===== src/rtl/wfq_tag_sorter.sv =====
// Sorted tag store for a WFQ scheduler: single-cycle sorted insert, pop of the smallest tag.
// Optional macro WFQ_TAG_WRAP_CMP_EN selects serial-number (wrap-aware) tag comparison.
module wfq_tag_sorter #(
    parameter int N     = 16,
    parameter int DEPTH = 8,
    localparam int CW   = $clog2(DEPTH + 1)
) (
    input  logic          clk,
    input  logic          rst,
    input  logic          ins_valid,
    input  logic [N-1:0]  ins_ftime,
    input  logic [N-4:0]  ins_flow_id,
    input  logic          deq_req,
    output logic          deq_valid,
    output logic [N-1:0]  deq_ftime,
    output logic [N-4:0]  deq_flow_id,
    output logic [CW-1:0] count,
    output logic          empty,
    output logic          full,
    output logic          ins_drop
);

    typedef struct packed {
        logic         valid;
        logic [N-1:0] ftime;
        logic [N-4:0] flow;
    } entry_t;

    entry_t slot [DEPTH];
    entry_t view [DEPTH];
    entry_t nxt  [DEPTH];
    entry_t ins_e;

    logic [DEPTH-1:0] le;
    logic [DEPTH-1:0] prev_le;
    logic             deq_fire;
    logic             ins_acc;
    logic [CW-1:0]    cnt_nxt;

    // True when stored tag a sorts at or before new tag b (ties keep arrival order).
    function automatic logic tag_le(input logic [N-1:0] a, input logic [N-1:0] b);
        logic [N-1:0] d;
`ifdef WFQ_TAG_WRAP_CMP_EN
        d = b - a;
        return ~d[N-1];
`else
        d = '0;
        return ~(b < a) | d[0];
`endif
    endfunction

    assign deq_fire = deq_req && (count != '0);
    assign ins_acc  = ins_valid && (!full || deq_fire);
    assign cnt_nxt  = count + CW'(ins_acc) - CW'(deq_fire);
    assign ins_e    = '{valid: 1'b1, ftime: ins_ftime, flow: ins_flow_id};

    // Storage as seen after an optional head pop; the insert is sorted into this view.
    always_comb begin
        for (int i = 0; i < DEPTH - 1; i++)
            view[i] = deq_fire ? slot[i+1] : slot[i];
        view[DEPTH-1] = deq_fire ? entry_t'('0) : slot[DEPTH-1];
    end

    always_comb begin
        le      = '0;
        prev_le = '0;
        for (int i = 0; i < DEPTH; i++)
            le[i] = view[i].valid && tag_le(view[i].ftime, ins_ftime);
        prev_le[0] = 1'b1;
        for (int i = 1; i < DEPTH; i++)
            prev_le[i] = le[i-1];
    end

    // le is a prefix mask because storage is sorted; the first clear bit is the insert slot.
    always_comb begin
        nxt[0] = view[0];
        if (ins_acc && !le[0])
            nxt[0] = ins_e;
        for (int i = 1; i < DEPTH; i++) begin
            nxt[i] = view[i];
            if (ins_acc && !le[i])
                nxt[i] = prev_le[i] ? ins_e : view[i-1];
        end
    end

    always_ff @(posedge clk) begin
        if (rst) begin
            for (int i = 0; i < DEPTH; i++)
                slot[i] <= '0;
            count       <= '0;
            empty       <= 1'b1;
            full        <= 1'b0;
            deq_valid   <= 1'b0;
            ins_drop    <= 1'b0;
            deq_ftime   <= '0;
            deq_flow_id <= '0;
        end else begin
            for (int i = 0; i < DEPTH; i++)
                slot[i] <= nxt[i];
            count     <= cnt_nxt;
            empty     <= (cnt_nxt == '0);
            full      <= (cnt_nxt == CW'(DEPTH));
            deq_valid <= deq_fire;
            ins_drop  <= ins_valid && full && !deq_fire;
            if (deq_fire) begin
                deq_ftime   <= slot[0].ftime;
                deq_flow_id <= slot[0].flow;
            end
        end
    end

endmodule


===== config.mk =====
export PLATFORM = sky130hd
export DESIGN_NAME = wfq_tag_sorter
export DESIGN_NICKNAME = d
export VERILOG_FILES = /design/src/rtl/wfq_tag_sorter.sv
export SDC_FILE = /design/constraint.sdc
export NUM_CORES = 1
export LEC_CHECK = 0
export ABC_CLOCK_PERIOD_IN_PS = 4200
export BUFFER_PORTS_ARGS = -buffer_cell sky130_fd_sc_hd__buf_4
export CAP_MARGIN = 20
export CORE_ASPECT_RATIO = 1.4
export CORE_MARGIN = 2
export CORE_UTILIZATION = 35
export DETAILED_ROUTE_END_ITERATION = 7
export GPL_ROUTABILITY_DRIVEN = 0
export HOLD_SLACK_MARGIN = 0.1
export PLACE_DENSITY = 0.61
export SLEW_MARGIN = 20
export SYNTH_ARGS = -nofsm -noshare
export SYNTH_HDL_FRONTEND = slang
export SYNTH_SLANG_ARGS = --single-unit

===== constraint.sdc =====
create_clock -name clk -period 4.2 [get_ports clk]
set_clock_uncertainty 0.05 [all_clocks]
set_input_delay 0.63 -clock clk [delete_from_list [all_inputs] [get_ports clk]]
set_output_delay 0.63 -clock clk [all_outputs]
set_load 0.02 [all_outputs]

* Word level (Yosys, flattened, before mapping) *
Memories as Yosys holds them, arrays and structs flattened.
Index checks and enable logic that the tools add are counted.

storage, ports and cells
  output and inout port bits = 37
  memory bits (writable) = 240
  memories kept = 1
  register bits = 37
  word-level logic and storage cells = 102

cells by class
  muxes and demuxes = 34
  add/sub/neg operators = 2
  equal/unequal tests = 1
  magnitude comparators = 8
  reduce and logical (&&, ||, !) cells = 33
  bitwise gates (word level) = 16

memories
  name  depth  bits a word  read ports  clocked after Yosys merged registers in  write ports  RTL line  text
  slot  8      30           8           0                                        8            29        entry_t slot [DEPTH];

operator list
  kind                                        number
  2-to-1 mux 30 bit                           31
  < comparator 16 bit                         8
  logical AND 1 bit                           20
  zero test 1 bit                             10
  NOT 1 bit                                   8
  OR 1 bit                                    8
  adder 4 x 1 -> 4 bit                        1
  equality test 4 bit, second input constant  1
  zero test 4 bit                             1
  nonzero test 4 bit                          1
  subtractor 4 x 1 -> 4 bit                   1
  2-to-1 mux 1 bit                            3
  logical OR 1 bit                            1

* Depth between registers and ports, before layout *
Gate-level depths: netlist (run 1).

  depth after elaboration = 10
  mapped depth = 19
  gate-level depth less buffers = 15

* Worst setup path before layout (run 1) *
Ideal clock, no wire load.

  path kind = reg-to-reg
  from = register count[2]
  to = memory slot[0][229] in the netlist's numbering
  path slack = -93 ps
  path buffers = 6
  data arrival time = 4,173 ps
  setup time = 70 ps
  required time = 4,080 ps
  cell stages (with the launch flop) = 19
  cells stage by stage = dfxtp_1 > inv_1 > ha_1 > or3b_1 > buf_4 > nand2_2 > buf_2 > buf_2 > buf_2 > buf_1 > nand2_1 > ha_1 > a211o_1 > a21oi_1 > a221o_1 > a221o_1 > a311oi_4 > buf_4 > o2bb2ai_1

RTL lines
  what                    RTL line  text
  from (decl)             17        output logic [CW-1:0] count,
  from (signal assigned)  100       count <= cnt_nxt;
  to (decl)               29

==> impl_metrics.json, run 1 <==
{
  "die_w_um": 187.8,
  "cp_max_fo": 32,
  "drtIter0Drc": 825,
  "crit_type": "reg2reg",
  "tightest_slew_ns": 1.018,
  "grt_pass1_vias": 14904,
  "min_from": "ins_valid",
  "start_util": 0.3538,
  "reg2reg_depth": 16,
  "required_ns": 4.60,
  "grt_pass1_wl_um": 79330,
  "end_kind": "register",
  "wl_per_cell_um": 20.69,
  "timing.rr.end": "slot[0][113]",
  "drv_slew": 0,
  "hold_viol": 0,
  "critPathLaunchType": "register",
  "rrSetupSlack_ns": 0.16,
  "setup_viol": 0,
  "cts_tree": "yes",
  "drc_errors": 0,
  "clkTransAtPathRegs_ns": 0.06,
  "area.growth.synth_to_final_pct": 15.45,
  "pre_cts_ws_ns": -0.09646,
  "timing.final.crit_share": 0.9611,
  "synthesis.area_um2": 16560,
  "hold_path_depth": 3,
  "wl_um": 51070,
  "grt_max_degree": 68,
  "use_met1": 0.2051,
  "synth.most_common_cell": "dfxtp_1",
  "ios": 70,
  "nNetsFinal": 1983,
  "root_buffer": "clkbuf_16",
  "clock_path_buffers": 3,
  "crit_path_cell_trace": "inv_1 -> ha_1 -> or3b_4 -> nand2_8 -> buf_16 -> buf_4 -> mux2i_1 -> ha_1 -> a21oi_1 -> a31oi_1 -> a211o_1 -> a22oi_2 -> buf_12 -> a21o_1 -> buf_12 -> o22ai_1",
  "seq_area_frac_synth": 0.3349,
  "power_w": 0.01096,
  "synthCells": 1770,
  "cap_viol_max_count": 0,
  "min_path_type": "in2reg",
  "holdPathEnd": "ins_drop",
  "synth-warning-count": 0,
  "slowest_stage": "or3b_4",
  "mappedNetlistNets": 1929,
  "placement.io_buffers": 69,
  "synth_cell_types": 73,
  "fillers": 4744,
  "timing.fmax_mhz": 247.7,
  "grt_overflow_total": 0,
  "drive_gt1_frac": 0.2066,
  "ant_nets": 0,
  "rsz0062_at_grt": "false",
  "setup_slack_ns": 0.1635,
  "vias": 14314,
  "cts_hold_buf": 0,
  "pwr_density_cell_nw_per_um2": 573.2,
  "synthTopCellsByCount": "dfxtp_1, mux2i_1, nand2_1",
  "fin_crit_ns": 4.036,
  "dr.pass1.iters": 7,
  "arrival_ns": 4.43,
  "stdcell_area_um2": 19120,
  "synth_edf_count": 0,
  "dpl.hpwl_um": 37830,
  "relSlewSlack": 0.3216,
  "vdd_drop_max_mv": 0.3401,
  "setup_tns_ns": 0,
  "hold_slack_ns": 0.3214,
  "die_h_um": 261.4,
  "track_usage": 0.2017,
  "avgViaCountPerCell": 5.800,
  "core-area_um2": 46810,
  "place_area_um2": 18010,
  "n_antenna_cell": 0,
  "cts_made_buffers": 30,
  "synthFlopType": "dfxtp_1",
  "ctsHtreeMaxLevel": 1,
  "synth_seq_cells": 277,
  "async_flop_share": 0,
  "grtUsageMet2": 0.3967,
  "busiest_layer": "met2",
  "max_stage_delay_ns": 0.48,
  "p_leak_nw": 7.638,
  "met3_usage": 0.01849,
  "yosysTopAreaCell": "dfxtp_1",
  "outcome": "complete, no violations",
  "worstReg2RegStart": "count[2]",
  "dieArea_um2": 49090,
  "numClockSinks": 277,
  "synth_top_area_share": 0.3349,
  "clock_latency_ns": 0.58,
  "avgSynthCellArea_um2": 9.356,
  "num_rows": 94,
  "yosys-top-cells-area": "dfxtp_1, mux2i_1, mux2_2, ha_1, o22ai_1",
  "antenna_found_initial": 0
}
-- where the power goes --
group / switching, W / total [W] / internal, W
registers: 0.000316 / 0.00343 / 0.00312
clock network: 0.00112 / 0.00264 / 0.00152
logic: 0.00275 / 0.00489 / 0.00214
-- worst max path at each step --
stage / startpoint / endpoint
2_1_floorplan: count[2] / slot[0][229]
3_3_place_gp: count[2] / slot[0][16]
3_5_place_dp: count[2] / slot[0][26]
4_1_cts: count[2] / slot[0][148]
5_1_grt: count[2] / slot[0][88]
6_report: count[2] / slot[0][113]
-- through the flow --
step,utilization,cells
after global routing,0.4084,2468
final,0.4084,2468
after floorplan,-,1770
after global placement,0.3847,2409
after CTS,0.4056,2461
after detailed placement,0.3847,2409
-- timing repair --
action,4_1_cts,5_1_grt
gates resized for setup,3,15
buffers inserted,0,6
setup endpoints to repair,19,194
gates cloned,0,1
pin swaps,0,3
-- sequential cells by signal, summed over array words and instances (netlist names) --
| signal | cells |
|---|---|
| slot | 240 |
| deq_ftime | 16 |
| deq_flow_id | 13 |
| count | 4 |
| deq_valid | 1 |
| empty | 1 |
| full | 1 |
| ins_drop | 1 |
-- critical path, delay by kind of cell (launching register included) --
family | cells | cell delay (ns)
compound gates | 6 | 1.07
buf+inv | 5 | 0.95
simple gates | 2 | 0.67
fa+ha+maj | 2 | 0.51
flops | 1 | 0.31
mux | 1 | 0.31
-- layout by cell type, fill, tap and decap left out, types with 4 or more instances in the layout --
master     instances
dfxtp_1          277
mux2i_1          206
nand2_1          193
mux2_2           139
buf_4            134
ha_1             125
o22ai_1          124
a21oi_1           75
a211oi_1          70
inv_1             64
nor2_1            47
o2bb2ai_1         44
o21ai_0           32
clkbuf_16         30
nor3_1            22
and2_1            20
nand4_1           19
nand3_1           15
a311oi_1          15
a221oi_1          14
or2_2             13
a21o_1            11
buf_12            10
or3_1              9
clkbuf_8           9
nor2b_1            7
clkinv_2           7
nor4bb_1           6
a31oi_1            6
o21a_1             5
a221o_1            5
nand2b_1           5
and4_1             4
clkbuf_1           4
buf_6              4
-- cell type report --
| class | count | area, um^2 | area share |
|---|---|---|---|
| inverters | 66 | 255.2 | 0.01335 |
| clock buffers | 43 | 889.6 | 0.04653 |
| repair buffers | 149 | 1279 | 0.06689 |
| flip-flops and latches | 277 | 5545 | 0.2901 |
| clock inverters | 9 | 81.33 | 0.004254 |
| well taps | 624 | 780.7 | 0.04084 |
| multi-input cells | 1300 | 10290 | 0.5381 |
-- cells by family after synthesis --
| kind of cell | after synthesis | share of synthesized area |
|---|---|---|
| adder cells (fa/ha/maj) | 126 | 0.09566 |
| flip-flops | 277 | 0.3349 |
| multiplexers | 347 | 0.2202 |
| AND/OR/NAND/NOR | 377 | 0.1059 |
| XOR/XNOR | 2 | 0.001058 |
| AO/OA/AOI/OAI | 447 | 0.1904 |
| buffers and inverters | 194 | 0.05191 |
-- per-layer routing --
layer,share of wire,vias up
met5,0,-
met4,0.068,0
met3,0.034,219
met2,0.53,404
met1,0.36,6912
li1,-,6779
No activity file was read; power rests on OpenSTA's default activity.
==> inputs of run 2 (changes only) <==
- BUFFER_PORTS_ARGS: -buffer_cell sky130_fd_sc_hd__buf_4 -> -buffer_cell sky130_fd_sc_hd__buf_2
- CORE_MARGIN: 2 -> 1.5
- MAX_ROUTING_LAYER: not set -> met4
==> run 2 against run 1 <==
Net effect: fmax shrank 0.88%; cell count hardly changed; register-to-register slack got worse by 0.04 ns; worst setup slack worse by 0.036 ns; first-iteration DRC count is 6.7% higher; clock power is 9.1% higher; sequential share of layout area grew 0.11 points; global-route usage increased by 0.94 points; flip-flop and latch count is the same; wire length up 1.0%; hold slack improved by 0.015 ns; largest cell class unchanged; largest power group unchanged.
==> impl_metrics.json, run 2 (same netlist as run 1, synthesis figures left out) <==
{
  "outcome": "complete, no violations",
  "critPathLaunchType": "register",
  "core-area_um2": 46810,
  "p_leak_nw": 7.620,
  "grt_max_degree": 58,
  "crit_top_cell": "ha_1",
  "regMostFlops": "slot",
  "numClockSinks": 277,
  "avgViaCountPerCell": 5.824,
  "drc_errors": 0,
  "place_area_um2": 17840,
  "ant_nets": 0,
  "fin_crit_ns": 4.072,
  "layout_common_cells": "dfxtp_1, mux2i_1, nand2_1",
  "rsz0062_at_grt": "true",
  "crit_path_cell_trace": "inv_1 -> ha_1 -> or3b_1 -> nand2_8 -> buf_16 -> mux2i_1 -> ha_1 -> nand4_1 -> nor3_4 -> o2111ai_1 -> a31oi_4 -> buf_4 -> mux2_2 -> o2bb2ai_1",
  "hold_path_depth": 3,
  "timing.fmax_mhz": 245.6,
  "arrival_ns": 4.52,
  "clock_latency_ns": 0.58,
  "num_rows": 94,
  "tightest_slew_ns": 0.7117,
  "placement.io_buffers": 69,
  "start_util": 0.3538,
  "drive_gt1_frac": 0.2080,
  "pre_cts_ws_ns": 0.05056,
  "clkTransAtPathRegs_ns": 0.06,
  "antenna_found_initial": 1,
  "slowest_stage": "or3b_1",
  "crit_type": "reg2reg",
  "pwr_density_cell_nw_per_um2": 584.5,
  "grt_pass1_vias": 15069,
  "max_stage_delay_ns": 0.45,
  "drv_slew": 0,
  "dieArea_um2": 48650,
  "ios": 70,
  "vias": 14363,
  "vdd_drop_max_mv": 0.3968,
  "min_path_type": "in2reg",
  "cap_viol_max_count": 0,
  "clock_path_buffers": 3,
  "largest_register_ffs": 240,
  "reg_top3": "slot x240, deq_ftime x16, deq_flow_id x13",
  "relSlewSlack": 0.5120,
  "grt_pass1_wl_um": 80180,
  "nNetsFinal": 1980,
  "hold_viol": 0,
  "area.growth.synth_to_final_pct": 15.02,
  "die_h_um": 260.4,
  "setup_tns_ns": 0,
  "timing.final.crit_share": 0.9696,
  "grt_overflow_total": 0,
  "setup_viol": 0,
  "wl_per_cell_um": 20.92,
  "die_w_um": 186.8,
  "required_ns": 4.65,
  "final_common_cell": "dfxtp_1",
  "dpl.hpwl_um": 38050,
  "end_kind": "register",
  "setup_slack_ns": 0.1275,
  "reg2reg_depth": 14,
  "wl_um": 51600,
  "ctsHtreeMaxLevel": 1,
  "track_usage": 0.2110,
  "dr.pass1.iters": 5,
  "cts_hold_buf": 0,
  "cp_max_fo": 33,
  "root_buffer": "clkbuf_16",
  "stdcell_area_um2": 19050,
  "cts_made_buffers": 30,
  "cts_tree": "yes",
  "drtIter0Drc": 880
}
run 2: changes by cell type in the layout (fill, tap and decap cells not counted), sizes merged:
| cell | before | now |
|---|---|---|
| nand2 | 197 | 196 |
| buf | 149 | 146 |
| bufinv | 1 | 5 |
| diode | 0 | 1 |
| clkbuf | 43 | 41 |
| a31oi | 8 | 9 |
| clkinv | 8 | 3 |
| clkinvlp | 0 | 3 |
run 2: report_power, final:
group / switching [W] / internal, W / leakage (nW) / total (W)
clock: 0.00113 / 0.00175 / 0.513 / 0.00288
combinational: 0.00275 / 0.00207 / 4.85 / 0.00482
sequential: 0.000317 / 0.00312 / 2.26 / 0.00343
run 2: final cells by class:
cell class              instances  area, um^2
fillers                      4728       27760
multi-input cells            1300       10310
flip-flops and latches        277        5545
repair buffers                146        1096
clock buffers                  41       873.3
well taps                     624       780.7
inverters                      66       250.2
clock inverters                11       187.7
diodes                          1       2.502
run 2: through the flow:
step                cells  power [W]    util  hold slack, ns
global placement     2406   0.008088  0.3811          0.3920
detailed placement   2406   0.008204  0.3811          0.3963
global route         2466    0.01171  0.4069          0.3470
floorplan            1770   0.006860       -          0.3812
CTS                  2458    0.01109  0.4038          0.3284
finish               2466    0.01113  0.4069          0.3360
run 2: timing repair:
| action | in CTS | in global routing |
|---|---|---|
| buffers inserted | 0 | 6 |
| setup endpoints to repair | 0 | 148 |
| gates resized for setup | 0 | 18 |
run 2: critical path: cells and delay by family (launching register included):
| kind | cells | cell delay (ns) |
|---|---|---|
| mux | 2 | 0.65 |
| flops | 1 | 0.31 |
| buf+inv | 3 | 0.55 |
| fa+ha+maj | 2 | 0.36 |
| simple gates | 4 | 1.13 |
| compound gates | 3 | 0.92 |
run 2: worst paths after layout:
path / from / endpoint / slack, ns
max: count[2] / slot[0][174] / 0.13
min: ins_valid / ins_drop / 0.34
max reg2reg: count[2] / slot[0][174] / 0.13
min reg2reg: deq_ftime[14] / deq_ftime[14] / 0.40
run 2: routing by layer:
metal / routed length (um) / GRT usage / vias to the layer above
met5: 0 / - / -
met4: 3207 / 0.1228 / 0
met3: 1767 / 0.02071 / 224
met2: 27530 / 0.4025 / 403
met1: 19090 / 0.2078 / 6971
li1: - / - / 6765
==> inputs of run 3 (changes only) <==
- BUFFER_PORTS_ARGS: -buffer_cell sky130_fd_sc_hd__buf_2 -> -buffer_cell sky130_fd_sc_hd__buf_4
- REMOVE_ABC_BUFFERS: not set -> 1
==> run 3 against run 2 <==
Net effect: critical path depth down 1; register-to-register slack is essentially flat; flip-flop and latch count stayed put; non-clock buffer count grew 8; highest routed layer unchanged.
==> impl_metrics.json, run 3 (same netlist as run 1, synthesis figures left out) <==
{
  "numClockSinks": 277,
  "cap_viol_max_count": 0,
  "clock_latency_ns": 0.57,
  "core-area_um2": 46810,
  "grt_pass1_vias": 14793,
  "rrSetupSlack_ns": 0.13,
  "timing.fmax_mhz": 245.9,
  "antenna_found_initial": 0,
  "grtUsageMet2": 0.3827,
  "switching_share": 0.3853,
  "relSlewSlack": 0.4817,
  "dieArea_um2": 48650,
  "reg2reg_depth": 13,
  "arrival_ns": 4.50,
  "grt_max_degree": 63,
  "start_util": 0.3538,
  "setup_tns_ns": 0,
  "power_frac_comb": 0.458,
  "grt_overflow_total": 0,
  "drive_gt1_frac": 0.2078,
  "power_w": 0.01099,
  "track_usage": 0.2077,
  "critPathLaunchType": "register",
  "holdPathEnd": "ins_drop",
  "fin_crit_ns": 4.066,
  "clkTransAtPathRegs_ns": 0.06,
  "wl_um": 50500,
  "wl_per_cell_um": 20.43,
  "hold_viol": 0,
  "grt_pass1_wl_um": 78850,
  "clock_path_buffers": 3,
  "use_met1": 0.2120,
  "p_leak_nw": 7.622,
  "required_ns": 4.64,
  "die_h_um": 260.4,
  "setup_viol": 0,
  "met3_usage": 0.01950,
  "area.growth.synth_to_final_pct": 15.33,
  "nNetsFinal": 1987,
  "vdd_drop_max_mv": 0.3342,
  "timing.final.crit_share": 0.9682,
  "cp_max_fo": 13,
  "pwr_density_cell_nw_per_um2": 575.4,
  "cts_tree": "yes",
  "busiest_layer": "met2",
  "regMostFlops": "slot",
  "num_rows": 94,
  "layout_common_cells": "dfxtp_1, mux2i_1, nand2_1",
  "intPower_w": 0.006755,
  "min_path_type": "in2reg",
  "reg_top3": "slot x240, deq_ftime x16, deq_flow_id x13",
  "vias": 14137,
  "end_kind": "register",
  "root_buffer": "clkbuf_16",
  "crit_type": "reg2reg",
  "ant_nets": 0,
  "largest_register_ffs": 240,
  "avgViaCountPerCell": 5.719,
  "tightest_slew_ns": 0.7774,
  "n_antenna_cell": 0,
  "timing.rr.end": "slot[0][221]",
  "p_switching_w": 0.004234,
  "pwr-share-clk": 0.232,
  "drtIter0Drc": 713,
  "ctsHtreeMaxLevel": 1,
  "worstReg2RegStart": "count[2]",
  "cts_made_buffers": 29,
  "fin_util": 0.4080,
  "seqPwrFrac": 0.310,
  "dr.pass1.iters": 5,
  "placement.io_buffers": 69,
  "ios": 70,
  "hold_path_depth": 3,
  "min_from": "ins_valid",
  "cts_hold_buf": 0,
  "die_w_um": 186.8,
  "drv_slew": 0,
  "drc_errors": 0,
  "dpl.hpwl_um": 36510,
  "final_common_cell": "dfxtp_1",
  "outcome": "complete, no violations"
}
==> run 3: cell count changes in the layout (fill, tap and decap cells not counted), sizes merged, moves of 2 or more <==
cell      delta
buf          +8
bufinv       -4
clkbuf       +3
clkinvlp     -3
clkinv       +2
==> run 3: repair_timing <==
action	4_1_cts	5_1_grt
endpoints found under the setup margin	29	199
pin swaps	0	3
resized for setup	4	14
gates cloned	0	1
setup buffers	0	8
==> run 3: how the worst max path moves through the flow <==
stage | from | endpoint | slack [ns] | depth (start not counted)
3_5_place_dp | count[2] | slot[0][153] | -0.05 | 15
6_report | count[2] | slot[0][221] | 0.13 | 13
5_1_grt | count[2] | slot[0][44] | -0.01 | 15
2_1_floorplan | count[2] | slot[0][14] | -5.76 | 13
4_1_cts | count[2] | slot[0][174] | 0.006 | 16
3_3_place_gp | count[2] | slot[0][161] | 0.02 | 15
==> run 3: per-stage QoR <==
step | instance area [um^2] | setup slack, ns | std cells | hold slack (ns)
3_5_place_dp | 18040 | -0.04941 | 2412 | 0.3952
3_3_place_gp | 18040 | 0.02252 | 2412 | 0.3883
4_1_cts | 18980 | 0.006483 | 2463 | 0.2664
6_report | 19100 | 0.1336 | 2472 | 0.2860
5_1_grt | 19100 | -0.01011 | 2472 | 0.2901
2_1_floorplan | 15950 | -5.761 | 1642 | 0.3751
==> run 3: power groups by stage <==
stage | Sequential (W) | Combinational, W | Clock [W]
3_3_place_gp | 0.00344 | 0.00478 | 0
2_1_floorplan | 0.00345 | 0.00342 | 0
6_report | 0.00341 | 0.00504 | 0.00255
4_1_cts | 0.00340 | 0.00492 | 0.00260
3_5_place_dp | 0.00345 | 0.00489 | 0
5_1_grt | 0.00345 | 0.00544 | 0.00269
==> run 3: cell type report <==
type / count / area [um^2]
Inverter: 66 / 252.7
Clock inverter: 7 / 63.81
Clock buffer: 44 / 852.1
Timing Repair Buffer: 154 / 1321
Tap cell: 624 / 780.7
Multi-Input combinational cell: 1300 / 10280
Fill cell: 4669 / 27710
Sequential cell: 277 / 5545
==> run 3: worst max-delay path: stages (launching register included) <==
cell,delay (ns)
dfxtp_1,0.32
inv_1,0.08
ha_1,0.17
or3b_4,0.45
nand2_8,0.16
buf_4,0.16
mux2i_1,0.25
ha_1,0.29
a21o_1,0.16
a221oi_1,0.45
nand4_1,0.31
a221o_1,0.37
a221o_2,0.54
o22ai_1,0.20
==> run 3: per-layer routing <==
layer | up-vias | routed length (um)
li1 | 6749 | -
met1 | 6840 | 19390
met2 | 374 | 26110
met3 | 174 | 1842
met4 | 0 | 3159
met5 | - | 0
